$ cat config.mk
export PLATFORM = sky130hd
export DESIGN_NAME = free_list
export DESIGN_NICKNAME = d
export VERILOG_FILES = /design/src/rtl/free_list.sv
export SDC_FILE = /design/constraint.sdc
export NUM_CORES = 1
export LEC_CHECK = 0
export BUFFER_PORTS_ARGS = -buffer_cell sky130_fd_sc_hd__buf_2
export CAP_MARGIN = 5
export CORE_UTILIZATION = 40
export DETAILED_ROUTE_END_ITERATION = 6
export GPL_TIMING_DRIVEN = 0
export PLACE_DENSITY = 0.52
export SLEW_MARGIN = 10
export SYNTH_ARGS = -nofsm -noshare
export SYNTH_HDL_FRONTEND = slang
export SYNTH_SLANG_ARGS = --single-unit
export TNS_END_PERCENT = 20
$ cat constraint.sdc
create_clock -name clk -period 2.7 [get_ports clk]
set_input_delay 0.54 -clock clk [delete_from_list [all_inputs] [get_ports clk]]
set_output_delay 0.54 -clock clk [all_outputs]
set_load 0.02 [all_outputs]
$ cat src/rtl/free_list.sv
// free_list: circular FIFO of unallocated physical register indices.
// Rename pops a fresh destination register from the head. Commit pushes the
// displaced physical register at the tail. A flush reclaims every speculative
// allocation in one cycle by pulling head back to just behind the tail.
//
// Handshake: alloc_ready is high whenever the FIFO is non-empty, and alloc_phy
// is valid in the same cycle. A grant happens at a rising edge when alloc_req
// and alloc_ready are both high and flush is low. Freed registers have no
// valid/ready handshake because free_en is always accepted. A write that
// arrives while the FIFO is full is dropped.
module free_list #(
  parameter int PRF_DEPTH = 64,
  parameter int ARF_DEPTH = 32,
  localparam int DEPTH    = PRF_DEPTH - ARF_DEPTH,
  localparam int PRF_IDX  = $clog2(PRF_DEPTH),
  localparam int PTR_W    = $clog2(DEPTH)
) (
  input  logic               clk,
  input  logic               rst,
  input  logic               alloc_req,
  output logic               alloc_ready,
  output logic [PRF_IDX-1:0] alloc_phy,
  input  logic               free_en,
  input  logic [PRF_IDX-1:0] free_phy,
  input  logic               flush,
  output logic [PTR_W:0]     free_count
);

  // Each pointer holds PTR_W index bits plus one wrap bit at the MSB.
  // Because DEPTH is a power of two, adding 1 across the full width wraps the
  // index and toggles the wrap bit together.
  logic [PRF_IDX-1:0] mem_q [DEPTH];
  logic [PTR_W:0]     head_q, head_d;
  logic [PTR_W:0]     tail_q, tail_d;

  logic empty, full;
  logic do_alloc, do_free;

  assign empty = (head_q == tail_q);
  assign full  = (head_q[PTR_W-1:0] == tail_q[PTR_W-1:0]) &&
                 (head_q[PTR_W] != tail_q[PTR_W]);

  assign alloc_ready = !empty;
  assign alloc_phy   = mem_q[head_q[PTR_W-1:0]];
  assign free_count  = tail_q - head_q;

  // The free side is never blocked, except that a free into a full FIFO is
  // dropped. Allocation is suppressed during a flush because the head is
  // being rewritten anyway.
  assign do_free  = free_en && !full;
  assign do_alloc = alloc_req && !empty && !flush;

  // Next-state pointers. On a flush, any concurrent free is applied to the
  // tail first. The head then lands one full lap behind that new tail, so
  // every slot that was handed out since the last commit is back in the FIFO.
  // Dequeue never clears a slot.
  always_comb begin
    tail_d = tail_q;
    head_d = head_q;
    if (do_free) begin
      tail_d = tail_q + (PTR_W+1)'(1);
    end
    if (flush) begin
      head_d = {~tail_d[PTR_W], tail_d[PTR_W-1:0]};
    end else if (do_alloc) begin
      head_d = head_q + (PTR_W+1)'(1);
    end
  end

  // Pointer registers. Reset leaves the FIFO full, holding every register
  // that is not one of the architectural reset mappings.
  always_ff @(posedge clk) begin
    if (rst) begin
      head_q <= '0;
      tail_q <= {1'b1, {PTR_W{1'b0}}};
    end else begin
      head_q <= head_d;
      tail_q <= tail_d;
    end
  end

  // Slot storage. Reset loads slot i with physical register ARF_DEPTH+i.
  // A commit writes the returned register at the tail slot.
  always_ff @(posedge clk) begin
    if (rst) begin
      for (int i = 0; i < DEPTH; i++) begin
        mem_q[i] <= PRF_IDX'(ARF_DEPTH + i);
      end
    end else if (do_free) begin
      mem_q[tail_q[PTR_W-1:0]] <= free_phy;
    end
  end

endmodule

==> impl_metrics.csv, run 1 <==
group,metric,value,unit
clock_tree,clk_pin_slew,0.06,ns
logic_synthesis,synth_ff_type,"edfxtp_1",
floorplan,coreArea,0.0251,mm²
clock_tree,cts_tree,"done",
status,violations,"negative setup slack",
logic_synthesis,ys_seq_area_share,59.8,%
critical_path,cp.arrival,2.55,ns
routing,vias,7092,
critical_path,worstReg2RegEnd,"mem_q[9][1]$_SDFFCE_PN0P_",
critical_path,reg2reg_from,"head_q[2]$_SDFFE_PP0N_",
clock_tree,root_buffer,"clkbuf_16",
critical_path,crit_path_end_kind,"primary output",
logic_synthesis,synth.distinct_cells,56,
place,place.gp.congestion,0.882,
routing,antenna_left,0,
floorplan,start_util,40.7,%
critical_path,critical_path_depth,8,
timing,setup_viol,6,
floorplan,fp.dieW,162,µm
timing,fin_skew,0.0117,ns
timing,tns,-2.19,ns
global_route,grt_max_degree,14,
run,cap_violations,0,
timing,rsz0062_at_grt,"yes",
critical_path,crit_slowest_cell,"mux4_2",
routing,drc,0,
clock_tree,clk_path_buf_depth,3,
floorplan,boundaryPins,24,
timing,report.final.slew_viol_count,0,
global_route,grt_pass1_wl,46300,µm
critical_path,crit_top_cell,"buf_12",
clock_tree,clk_latency,0.51,ns
critical_path,critPathMaxFanout,6,
power,totalPowerFinal,8.27,mW
critical_path,cp_slowest_stage_delay,0.52,ns
logic_synthesis,synth_edf_count,192,
logic_synthesis,synth_async_sr_flop_share,0,%
hold_path,min_path_type,"primary input to flop",
timing,slew_headroom,34.3,%
global_route,overflow,0,
timing,fin_ws,-0.386,ns
routing,routed_wirelength,31400,µm
logic_synthesis,ys_seq_elements,209,
critical_path,worst-path-buf-inv,4,
timing,min_period_over_period,114,%
global_route,grt_usage,24.4,%
clock_tree,clock_sinks,209,
power,p_leak,3.52,nW
critical_path,r2r_cells,7,
critical_path,cp-start-kind,"flop",
floorplan,die_area,0.0262,mm²
logic_synthesis,syn_inst,810,
cells_and_area,areaGrowthSynthToFinish,17.9,%
status,outcome,"finished, violations left",
logic_synthesis,synth.cell_area,0.0102,mm²
critical_path,cp_cell_sequence,"buf_12, buf_12, buf_4, mux4_2, a22o_1, a221oi_4, nand3_1, buf_2",
cells_and_area,finalNetCount,894,
timing,clock.fmax,324,MHz
critical_path,crit_end,"alloc_phy[3]",
routing,detail_route.wl_per_cell,25.8,µm
critical_path,rrSetupSlack,0.08,ns
floorplan,die_h,162,µm
clock_tree,hold_buffers,0,
logic_synthesis,yosys_warnings,0,
clock_tree,htreeDepth,1,
power,p_per_area,687,mW/mm²
floorplan,num_rows,58,
global_route,grt_pass1_vias,7114,
logic_synthesis,avgSynthCellArea,12.6,µm²
timing,hold_viol_final,0,
global_route,antenna_found_initial,0,
place,dp_hpwl,21900,µm
logic_synthesis,synth_fp_nets,832,
critical_path,cp_top_family,"buffers and inverters",
critical_path,path_class,"flop to primary output",
timing,worst_slew_pin_slew,0.986,ns
power,ir_worst_vdd,0.336,mV
place,io_buffers,22,
timing,period_minus_slack,3.09,ns
cells_and_area,diodes,0,
cells_and_area,final_layout_size_suffix_gt1_share,21.3,%
routing,drt_pass1_iterations,5,
routing,first_iter_violations,695,
routing,vias_per_cell,5.82,
critical_path,required,2.16,ns
clock_tree,numCtsBuffers,23,
[layout by cell type, fill, tap and decap left out, types with 4 or more instances in the layout]
cell | Yosys | layout
nand2_1 | 51 | 51
nand3_1 | 29 | 25
buf_2 | 21 | 22
inv_1 | 16 | 14
clkbuf_16 | 0 | 23
nor3_1 | 51 | 51
o21ai_4 | 0 | 4
dfxtp_1 | 17 | 11
a22o_1 | 6 | 5
or3_1 | 82 | 82
edfxtp_1 | 192 | 192
nand3_2 | 0 | 4
ha_1 | 10 | 5
a221oi_4 | 0 | 4
and2_1 | 38 | 38
nor2_1 | 36 | 36
clkinv_2 | 0 | 5
clkinv_1 | 3 | 7
xnor2_1 | 5 | 5
mux2i_1 | 51 | 50
clkbuf_2 | 0 | 5
buf_12 | 0 | 5
dfxtp_2 | 0 | 4
o21ai_2 | 0 | 20
clkinvlp_4 | 0 | 4
o21ai_1 | 0 | 8
mux4_2 | 24 | 24
buf_4 | 4 | 22
a22oi_1 | 12 | 12
buf_6 | 3 | 16
clkbuf_1 | 48 | 45
a21oi_1 | 14 | 13
o2111ai_1 | 4 | 4
[worst min path at each step]
stage,cells after the start,to,from,slack (ns)
after floorplan,2,flop,head_q[1]$_SDFFE_PP0N_,0.54
after global placement,2,head_q[4]$_SDFFE_PP0N_,head_q[4]$_SDFFE_PP0N_,0.64
after detailed placement,2,head_q[4]$_SDFFE_PP0N_,head_q[4]$_SDFFE_PP0N_,0.62
after CTS,2,mem_q[30][1]$_SDFFCE_PN1P_,free_phy[1],0.34
after global routing,2,mem_q[30][1]$_SDFFCE_PN1P_,free_phy[1],0.36
final,2,mem_q[30][1]$_SDFFCE_PN1P_,free_phy[1],0.34
[per-layer routing]
layer  vias to the layer above  wire, µm  share of wire, %  GRT usage [%]
met4                         0      1090               3.5           9.39
met1                      3536     12700                40           32.3
met2                       303     15200                48           40.3
met5                         -         0                 0              0
met3                        55      2420               7.7           4.03
li1                       3198         -                 -              -
[synthesized netlist by cell type, drive strengths merged (10+ instances only)]
cell | count | area, µm²
a22oi | 12 | 90.1
dfxtp | 17 | 340
nor2 | 36 | 135
buf | 31 | 180
mux4 | 24 | 541
edfxtp | 192 | 5770
and2 | 38 | 238
ha | 10 | 125
or3 | 82 | 513
nand2 | 51 | 191
nor3 | 51 | 255
mux2i | 51 | 510
nand3 | 29 | 145
o21ai | 35 | 175
inv | 16 | 60.1
clkbuf | 48 | 180
a21oi | 14 | 70.1
[stage by stage]
| step | cells | setup WS (ns) | utilization, % | instance area [µm²] | hold slack, ns |
|---|---|---|---|---|---|
| floorplan | 810 | 0.110 | - | 10200 | 0.541 |
| global placement | 1162 | -0.515 | 42.8 | 10700 | 0.638 |
| detailed placement | 1162 | -0.608 | 42.8 | 10700 | 0.623 |
| CTS | 1213 | -0.398 | 47.3 | 11900 | 0.340 |
| global route | 1218 | -0.447 | 47.9 | 12000 | 0.358 |
| finish | 1218 | -0.386 | 47.9 | 12000 | 0.343 |
[worst reg2reg max path: stages, from the launching register on]
cell	delay (ns)
dfxtp_1	0.40
inv_1	0.13
ha_4	0.32
nand4_4	0.26
o311ai_4	0.54
buf_2	0.32
buf_4	0.27
nor3_1	0.08
[area by class of cell]
class	instances	area [µm²]
flip-flops and latches	209	6120
clock inverters	14	100
plain buffers	79	465
multi-input cells	503	3960
inverters	19	71.3
clock buffers	27	591
well taps	330	413
repair buffers	37	320
fillers	2314	13100
[what timing repair did]
| action | CTS | global route |
|---|---|---|
| resized for setup | 114 | 42 |
| endpoints found under the setup margin | 261 | 157 |
| endpoints found under the hold margin | 0 | 0 |
| pin swaps | 9 | 5 |
| gates cloned | 1 | 0 |
| buffers inserted | 9 | 5 |
[state kept, by name, indices dropped and copies added (netlist names), named ones only]
name    count
tail_q      6
mem_q     192
head_q      6
[cells by family (layout without fill, tap and decap cells)]
logic type | Yosys count | count (layout) | synth area share, %
AO/OA/AOI/OAI | 101 | 101 | 7.29
XOR/XNOR | 8 | 8 | 0.943
adder cells (fa/ha/maj) | 11 | 11 | 1.42
buffers and inverters | 98 | 176 | 4.23
flip-flops | 209 | 209 | 59.8
multiplexers | 75 | 75 | 10.3
AND/OR/NAND/NOR | 308 | 308 | 16.0
[power breakdown]
part	switching, mW	total, mW	internal [mW]
sequential	0.0483	3.66	3.62
combinational	0.982	1.65	0.669
clock	1.29	2.95	1.66
total	2.32	8.27	5.94
Power figures use the tool's default switching activity.
==> run 2: changes to the inputs <==
RECOVER_POWER = 50   (was unset)
==> impl_metrics.csv, run 2 (synthesis gave the netlist of run 1 again) <==
group,metric,value,unit
global_route,met2_usage,40.3,%
timing,tns,-40.78,ns
routing,drt_pass1_iterations,5,
timing,worst_slew_pin_slew,1.01,ns
cells_and_area,largest_register_ff_count,192,
cells_and_area,diodes,0,
critical_path,cp_top_family,"buffers and inverters",
routing,detail_route.wl_per_cell,25.8,µm
cells_and_area,reg_top3,"mem_q (192), head_q (6), tail_q (6)",
routing,vias_per_cell,5.80,
status,violations,"negative setup slack",
status,outcome,"finished, violations left",
global_route,use_met1,32.3,%
floorplan,die_area,0.0262,mm²
cells_and_area,areaGrowthSynthToFinish,17.3,%
global_route,grtUsageMet3,4.03,%
cells_and_area,regMostFlops,"mem_q",
clock_tree,clk_path_buf_depth,3,
power,p_per_area,687,mW/mm²
clock_tree,root_buffer,"clkbuf_16",
critical_path,worst-path-buf-inv,4,
timing,period_minus_slack,3.08,ns
critical_path,required,2.16,ns
clock_tree,cts_tree,"done",
cells_and_area,fill_cells,2321,
timing,report.final.slew_viol_count,0,
global_route,grt_max_degree,14,
floorplan,die_h,162,µm
timing,setup_viol,288,
floorplan,boundaryPins,24,
global_route,grt_usage,24.4,%
clock_tree,htreeDepth,1,
floorplan,fp.dieW,162,µm
timing,hold_viol_final,0,
power,power.internal,5.92,mW
global_route,grt_pass1_wl,46300,µm
critical_path,path_class,"flop to primary output",
power,p_sw,2.32,mW
cells_and_area,final_cell_count_no_fill,1218,
hold_path,min_path_type,"primary input to flop",
floorplan,start_util,40.7,%
clock_tree,clk_pin_slew,0.06,ns
power,totalPowerFinal,8.23,mW
clock_tree,clock_sinks,209,
cells_and_area,layout_commonest_cell,"edfxtp_1",
place,place_worst_setup_slack,-0.608,ns
global_route,grt_pass1_vias,7114,
critical_path,cp-start-kind,"flop",
place,io_buffers,22,
clock_tree,numCtsBuffers,23,
cells_and_area,finalNetCount,894,
global_route,overflow,0,
power,p_leak,3.51,nW
global_route,grt-busiest-layer,"met2",
cells_and_area,final_layout_size_suffix_gt1_share,20.5,%
global_route,antenna_found_initial,0,
place,place.gp.congestion,0.882,
routing,first_iter_violations,645,
power,ir_worst_vdd,0.337,mV
power,swShare,28.1,%
cells_and_area,register_area,0.00611,mm²
critical_path,cp_slowest_stage_delay,0.51,ns
floorplan,coreArea,0.0251,mm²
place,dp.cells,1162,
timing,holdWs,0.344,ns
cells_and_area,post-route-util,47.7,%
clock_tree,clk_latency,0.52,ns
floorplan,num_rows,58,
timing,clock.fmax,324,MHz
critical_path,crit_slowest_cell,"mux4_2",
critical_path,crit_top_cell,"buf_12",
routing,routed_wirelength,31400,µm
cells_and_area,final_cell_mix,"192 x edfxtp_1, 82 x or3_1, 51 x nand2_1, 51 x nor3_1, 50 x mux2i_1",
power,power_frac_seq,44.5,%
critical_path,cp.arrival,2.54,ns
place,dp_hpwl,21900,µm
timing,rsz0062_at_grt,"yes",
run,cap_violations,0,
cells_and_area,multi_input_area,0.00392,mm²
timing,min_period_over_period,114,%
cells_and_area,final_area,0.0120,mm²
timing,fin_skew,0.0149,ns
power,comb_power_share,19.6,%
critical_path,critPathMaxFanout,6,
timing,fin_ws,-0.383,ns
critical_path,cp_cell_sequence,"buf_12, buf_12, buf_4, mux4_2, a22o_1, a221oi_4, nand3_1, buf_2",
timing,slew_headroom,32.7,%
routing,drc,0,
critical_path,crit_path_end_kind,"primary output",
power,pwr-share-clk,36.0,%
place,postPlaceCellArea,0.0107,mm²
routing,antenna_left,0,
routing,vias,7069,
[run 2: cell types whose count changed in the layout (fill, tap and decap cells not counted), sizes merged]
cell / before / now
buf: 68 / 63
clkbuf: 74 / 79
[run 2: area by class of cell]
cell class / instances / area share [%]
sequential: 209 / 51.0
multi-input combinational: 503 / 32.7
clock buffer: 27 / 4.93
buffer: 79 / 3.79
tap: 330 / 3.45
timing repair buffer: 37 / 2.67
clock inverter: 14 / 0.835
inverter: 19 / 0.595
[run 2: worst paths after layout]
kind,to,from,depth (start not counted),slack [ns]
worst max-delay path,alloc_phy[3],flop,8,-0.38
worst min-delay path,mem_q[30][1]$_SDFFCE_PN1P_,free_phy[1],2,0.34
worst max register to register,mem_q[25][1]$_SDFFCE_PN0P_,head_q[2]$_SDFFE_PP0N_,6,-0.33
worst min register to register,head_q[1]$_SDFFE_PP0N_,head_q[1]$_SDFFE_PP0N_,2,0.60
[run 2: routing by layer]
metal | part of all wire (%) | up-vias | routed length (µm)
li1 | - | 3191 | -
met1 | 41 | 3525 | 13000
met2 | 48 | 299 | 15200
met3 | 6.8 | 54 | 2150
met4 | 3.4 | 0 | 1060
met5 | 0 | - | 0
[run 2: repair_timing]
action                                 4_1_cts  5_1_grt
buffers inserted                             9        5
pin swaps                                    9        5
hold buffers                                 0        0
endpoints found under the hold margin        0        0
setup endpoints to repair                  261      157
gates resized for setup                    114       42
gates cloned                                 1        0
[run 2: power by group through the flow]
stage	sequential, mW	combinational [mW]	clock [mW]
global route	3.67	1.70	3.11
finish	3.66	1.61	2.96
global placement	3.72	1.32	0
detailed placement	3.72	1.34	0
CTS	3.66	1.58	2.98
floorplan	3.71	0.911	0
[run 2: worst reg2reg max path: cells and delay by family, from the launching register on]
family	cells	cell delay [ns]
adder cells (fa/ha/maj)	1	0.42
AND/OR/NAND/NOR	1	0.27
flip-flops	1	0.39
buffers and inverters	2	0.58
AO/OA/AOI/OAI	2	1.01
